**config.mk**
```make
export PLATFORM = sky130hd
export DESIGN_NAME = bcd_seg_encoder
export DESIGN_NICKNAME = d
export VERILOG_FILES = /design/src/rtl/bcd_seg_encoder.sv
export SDC_FILE = /design/constraint.sdc
export NUM_CORES = 1
export LEC_CHECK = 0
export BUFFER_PORTS_ARGS = -buffer_cell sky130_fd_sc_hd__buf_4
export CAP_MARGIN = 10
export CELL_PAD_IN_SITES_DETAIL_PLACEMENT = 0
export CELL_PAD_IN_SITES_GLOBAL_PLACEMENT = 1
export CORE_UTILIZATION = 48
export CTS_CLUSTER_DIAMETER = 50
export CTS_CLUSTER_SIZE = 16
export DETAILED_ROUTE_END_ITERATION = 8
export PLACE_DENSITY_LB_ADDON = 0.1
export SETUP_SLACK_MARGIN = 0.4
export SYNTH_ARGS = -nofsm -noshare
export SYNTH_HDL_FRONTEND = slang
export SYNTH_SLANG_ARGS = --single-unit
export TNS_END_PERCENT = 5
```
**constraint.sdc**
```tcl
create_clock -name clk -period 3.5 [get_ports clk]
set_input_delay 0.7 -clock clk [delete_from_list [all_inputs] [get_ports clk]]
set_output_delay 0.7 -clock clk [all_outputs]
set_load 0.02 [all_outputs]
```
**src/rtl/bcd_seg_encoder.sv**
```systemverilog
// bcd_seg_encoder: converts a 14-bit binary value into four 7-segment digits
// using an iterative shift-add-3 engine. The output word is registered and held
// between updates, so the serial digit driver can sample it at any time.
//
// state   | meaning
// --------+--------------------------------------------------------------
// IDLE    | waiting for start; seg_data holds the last result
// CONVERT | one shift-add-3 iteration per clock, 14 iterations in total
// ENCODE  | register seg_data from the BCD nibbles and pulse done
module bcd_seg_encoder #(
  parameter bit BLANK_LZ       = 1'b1,
  parameter bit SEG_ACTIVE_LOW = 1'b0
) (
  input  logic        clk,
  input  logic        rst,
  input  logic [13:0] value,
  input  logic        start,
  output logic        busy,
  output logic        done,
  output logic [31:0] seg_data
);

  typedef enum logic [1:0] {
    IDLE    = 2'd0,
    CONVERT = 2'd1,
    ENCODE  = 2'd2
  } state_t;

  localparam logic [31:0] BLANK_WORD = {32{SEG_ACTIVE_LOW}};
  localparam logic [7:0]  SEG_DASH   = 8'h40;
  localparam logic [3:0]  LAST_ITER  = 4'd13;

  state_t      state, state_nxt;
  logic [29:0] sreg;   // [29:14] BCD digits, [13:0] binary still to shift in
  logic [29:0] adj;
  logic [3:0]  iter;
  logic        ovf;
  logic [31:0] seg_word;

  function automatic logic [7:0] seg7(input logic [3:0] d);
    case (d)
      4'd0:    seg7 = 8'h3F;
      4'd1:    seg7 = 8'h06;
      4'd2:    seg7 = 8'h5B;
      4'd3:    seg7 = 8'h4F;
      4'd4:    seg7 = 8'h66;
      4'd5:    seg7 = 8'h6D;
      4'd6:    seg7 = 8'h7D;
      4'd7:    seg7 = 8'h07;
      4'd8:    seg7 = 8'h7F;
      4'd9:    seg7 = 8'h6F;
      default: seg7 = 8'h00;
    endcase
  endfunction

  assign busy = (state != IDLE);

  // Add 3 to every BCD nibble that is 5 or more, ahead of the left shift.
  // The top nibble may wrap for values above 9999; ovf masks that result.
  always_comb begin
    adj = sreg;
    for (int i = 0; i < 4; i++) begin
      if (sreg[14+4*i +: 4] >= 4'd5)
        adj[14+4*i +: 4] = sreg[14+4*i +: 4] + 4'd3;
    end
  end

  // Build the display word from the finished BCD digits.
  always_comb begin
    logic [3:0] d3, d2, d1, d0;
    logic [7:0] b3, b2, b1;
    d3 = sreg[29:26];
    d2 = sreg[25:22];
    d1 = sreg[21:18];
    d0 = sreg[17:14];
    b3 = seg7(d3);
    b2 = seg7(d2);
    b1 = seg7(d1);
    if (BLANK_LZ) begin
      if (d3 == 4'd0)                               b3 = 8'h00;
      if (d3 == 4'd0 && d2 == 4'd0)                 b2 = 8'h00;
      if (d3 == 4'd0 && d2 == 4'd0 && d1 == 4'd0)   b1 = 8'h00;
    end
    seg_word = {b3, b2, b1, seg7(d0)};
    if (ovf)
      seg_word = {4{SEG_DASH}};
    if (SEG_ACTIVE_LOW)
      seg_word = ~seg_word;
  end

  // Next-state selection.
  always_comb begin
    state_nxt = state;
    case (state)
      IDLE:    if (start) state_nxt = CONVERT;
      CONVERT: if (iter == LAST_ITER) state_nxt = ENCODE;
      ENCODE:  state_nxt = IDLE;
      default: state_nxt = IDLE;
    endcase
  end

  // State register.
  always_ff @(posedge clk) begin
    if (rst) state <= IDLE;
    else     state <= state_nxt;
  end

  // Conversion datapath, output word and done pulse.
  always_ff @(posedge clk) begin
    if (rst) begin
      sreg     <= '0;
      iter     <= '0;
      ovf      <= 1'b0;
      done     <= 1'b0;
      seg_data <= BLANK_WORD;
    end else begin
      done <= 1'b0;
      case (state)
        IDLE: begin
          if (start) begin
            sreg <= {16'b0, value};
            iter <= '0;
            ovf  <= (value > 14'd9999);
          end
        end
        CONVERT: begin
          sreg <= adj << 1;
          iter <= iter + 4'd1;
        end
        ENCODE: begin
          seg_data <= seg_word;
          done     <= 1'b1;
        end
        default: ;
      endcase
    end
  end

endmodule
```
[Yosys cells after proc, flatten, opt, wreduce, memory -nomap -nowiden]
Memory sizes are Yosys's and may differ from the RTL's. A register that Yosys moved wholly into a read port is not among the register bits.
Index checks and enable logic that the tools add are counted.
Storage, ports and cells
  register bits: 70
  ROM bits: 448
  input port bits: 17
  output and inout port bits: 34
  word-level logic and storage cells: 60
  memories kept: 4
Memories
  (no name shown): depth 16, bits a word 7, read ports 1, clocked after memory_dff 1, wr ports 0, RTL line 41  | case (d)
  (no name shown): depth 16, bits a word 7, read ports 1, clocked after memory_dff 1, wr ports 0, RTL line 41
  (no name shown): depth 16, bits a word 7, read ports 1, clocked after memory_dff 1, wr ports 0, RTL line 41
  (no name shown): depth 16, bits a word 7, read ports 1, clocked after memory_dff 1, wr ports 0, RTL line 41
Cells by class
  add/subtract/negate cells: 5
  order comparisons: 5
  equality and inequality tests: 5
  muxes and demuxes: 24
  reductions and logical operators: 11
Operators by type and width (count)
  $pmux 30 s2: 1
  $mux 4: 12
  $mux 32: 1
  $mux 30: 1
  $mux 8: 3
  $ge 4x3->1 const B: 4
  $gt 14x14->1 const B: 1
  $add 4x2->4 const B: 3
  $logic_not 4->1: 3
  $pmux 4 s2: 1
  $reduce_and 2->1: 3
  $add 4x1->4 const B: 1
  $eq 4x4->1 const B: 1
  $mux 2: 2
  $ne 2x2->1 const B: 2
  $pmux 2 s2: 1
  $reduce_bool 2->1: 2
  $add 3x2->3 const B: 1
  $mux 3: 1
  $eq 2x1->1 const B: 1
  $eq 2x2->1 const B: 1
  $logic_and 1x1->1: 2
  $logic_not 2->1: 1
  $mux 1: 1

[Longest topological paths before layout]
  depth after elaboration: 5
  depth in mapped cells: 10
  gate-level depth less buffers: 10

[Worst setup path before layout]
OpenSTA, ideal clock, no wires.
  path type: input to register
  from: in rst
  to: reg (tool-made name)
  setup time: 95 ps
  data arrival time: 2473 ps
  required time: 3405 ps
  slack: 932 ps
  cell stages on the path: 8
  path buffers: 1
  cells stage by stage: or3b_1 -> buf_2 -> a2111o_1 -> o211ai_2 -> inv_1 -> ha_1 -> or3_1 -> o311ai_1
RTL lines
  start, declared: RTL line 15  | input logic rst,

==> qor.csv <==
stage,metric,value,unit
clock_tree,Clock Latency Late Sink,0.36,ns
timing,Final Hold Fails,0,
critical_path,Buf/Inv on CP,1,
timing,Period minus WS final,2.62,ns
placed_design,dpl ws,0.695,ns
status,status,"complete, no violations",
grt,GRT Util Overall,21.4,%
grt,GRT overflow,0,
placed_design,Post-DP Area,4900,um2
final_layout,# nets final,595,
placed_design,Placer Congestion,0.803,
critical_path,Top delay family on crit path,compound AO/OA/AOI/OAI gates,
yosys,Avg Inst Size Synth,8.97,um2
critical_path,critical path's most frequent cell,a21oi_1,
final_layout,number of diodes,0,
floorplan,core area,8890,um2
floorplan,Die Ht,98.7,um
timing,max-slew violation count,0,
drt,DRC,0,
timing,clk_skew,0.00900,ns
drt,DR iter-0 viols,118,
yosys,async set or reset register ratio after synthesis,0,%
drt,final wirelength,9910,um
clock_tree,CTS tree,done,
timing,RSZ-0062 raised after global routing,no,
drt,drt pass-1 iters,5,
final_layout,final instance area,5080,um2
yosys,share of the synthesized area in the top cell type,42.0,%
hold_path,Hold Path Class,reg -> reg,
yosys,"Seq/Total Area, Yosys",42.0,%
power_and_ir_drop,pwr dens,378,nW/um2
drt,Wirelength per Cell,15.1,um
critical_path,CP endpoint kind,flop,
final_layout,layout cell share with drive strength beyond 1,18.6,%
yosys,Synth Warn #,0,
timing,Relative slew margins,36.8,%
floorplan,# rows,34,
power_and_ir_drop,VDD IR max,0.000206,V
drt,Via density,5.62,
clock_tree,clock transition at the registers of the reported paths,0.09,ns
grt,first-pass GRT wire length,16700,um
final_layout,area growth from synthesis to layout,13.4,%
yosys,most common library cells after synthesis,"dfxtp_1, nor2_1, nand2_1, ha_1, inv_1",
floorplan,IO Count,51,
critical_path,Crit Path Class,reg -> reg,
placed_design,IO buf count,46,
critical_path,CP peak stage delay,0.47,ns
critical_path,critical path data arrival time,2.90,ns
yosys,Synth cell types,67,
drt,number of routed nets with antenna violations,0,
yosys,Post-Syn Area,4480,um2
clock_tree,Num CTS Buffers,9,
clock_tree,H-Tree Depth,3,
critical_path,crit-path max FO,6,
yosys,number of synthesized flops with an enable pin,0,
yosys,"count leader, synth",dfxtp_1,
clock_tree,Sink Count,94,
critical_path,startpoint types,flop,
critical_path,critical path's slowest cell,or4_1,
grt,antenna violations before repair,0,
clock_tree,clk root buf,clkbuf_8,
final_layout,utilization after layout,57.2,%
timing,endpoints failing setup,0,
timing,Worst Hold Slack,0.445,ns
yosys,post-synthesis register bit count,94,
timing,Fmax,382,MHz
yosys,"area leader, netlist",dfxtp_1,
yosys,ranking of synthesized cells by area,"dfxtp_1, ha_1, nor2_1, a22oi_1, nand2_1",
critical_path,worst-path cell chain,inv_1 > ha_1 > nand2b_1 > a21oi_1 > o211ai_2 > ha_1 > or4_1 > nand3_1 > a21oi_1 > a21oi_1,
placed_design,Post-DP HPWL,7170,um
critical_path,WP data required,3.78,ns
clock_tree,post_cts resized,0,
clock_tree,post-CTS setup buffer count,0,
grt,largest net degree at the start of global routing,29,
power_and_ir_drop,leakage,2.11,nW
timing,final setup TNS,0,ns
clock_tree,hold_buf cts,0,
timing,setup ws final,0.880,ns
job,Max Cap Violations,0,
drt,vias,3678,
grt,number of global-route vias before repair,3477,
floorplan,Starting Density,50.4,%
timing,Worst-Margin Slew,0.946,ns
floorplan,Die W,98.7,um
yosys,synthesized netlist cell count,500,
yosys,"Top FF cell, synth",dfxtp_1,
clock_tree,CTS Buffer Depth,2,
floorplan,die area,9730,um2
timing,Final Cycle Share,74.9,%
[tightest hold or removal path, cell delays in order (launching register included)]
cell and delay, ns:
dfxtp_1 0.32, nand2_1 0.05, nand2_1 0.04
[worst paths after layout]
check                                           start                    to  slack (ns)  cells past startpoint
worst max-delay path            sreg[18]$_SDFFE_PP0N_                  flop        0.88                     10
worst min-delay path             sreg[6]$_SDFFE_PP0N_  sreg[7]$_SDFFE_PP0N_        0.45                      2
worst min register to register   sreg[6]$_SDFFE_PP0N_  sreg[7]$_SDFFE_PP0N_        0.45                      2
worst max register to register  sreg[18]$_SDFFE_PP0N_                  flop        0.88                     10
[cell type report]
cell class | instances | area, um2
Clock buffer | 10 | 138
Fill cell | 825 | 3810
Multi-Input combinational cell | 344 | 2330
Clock inverter | 6 | 43.8
Tap cell | 108 | 135
Timing Repair Buffer | 55 | 413
Sequential cell | 94 | 1880
Inverter | 38 | 143
[routing by layer]
metal  global-route usage [%]  wire [um]  vias to the layer above
met5                        0          0                        -
met3                     2.84        367                       15
met1                     30.2       4850                     1723
met2                     34.0       4540                       83
met4                     6.89        147                        0
li1                         -          -                     1857
[report_power, final]
part | switching (mW) | internal (mW) | total [mW] | leakage (nW)
Clock | 0.390 | 0.283 | 0.673 | 0.0935
Sequential | 0.0156 | 1.09 | 1.11 | 0.762
Combinational | 0.0908 | 0.0535 | 0.144 | 1.26
Total | 0.496 | 1.43 | 1.92 | 2.11
[stage by stage]
stage / power [mW] / cells
finish: 1.92 / 655
detailed placement: 1.27 / 639
floorplan: 1.22 / 503
CTS: 1.94 / 655
global route: 2.00 / 655
global placement: 1.27 / 639
[cell usage in the layout, fill, tap and decap left out, types with 6 or more instances in the layout]
cell type / n
a21oi_1: 25
a22oi_1: 24
buf_4: 55
clkbuf_8: 10
dfxtp_1: 94
ha_1: 36
inv_1: 29
inv_2: 8
nand2_1: 39
nand2b_1: 6
nand3_1: 12
nand3b_1: 6
nor2_1: 58
nor3_1: 6
o21ai_0: 16
o21ai_1: 8
o22ai_1: 11
o311ai_1: 8
[logic make-up after synthesis]
logic type / share of synthesized area [%]
simple gates: 16.0
compound gates: 24.2
fa+ha+maj: 10.0
mux: 1.14
flops: 42.0
xor+xnor: 0.195
buf+inv: 6.31
other cells: 0.0836
Note: power is estimated with default switching activity, not from simulation.
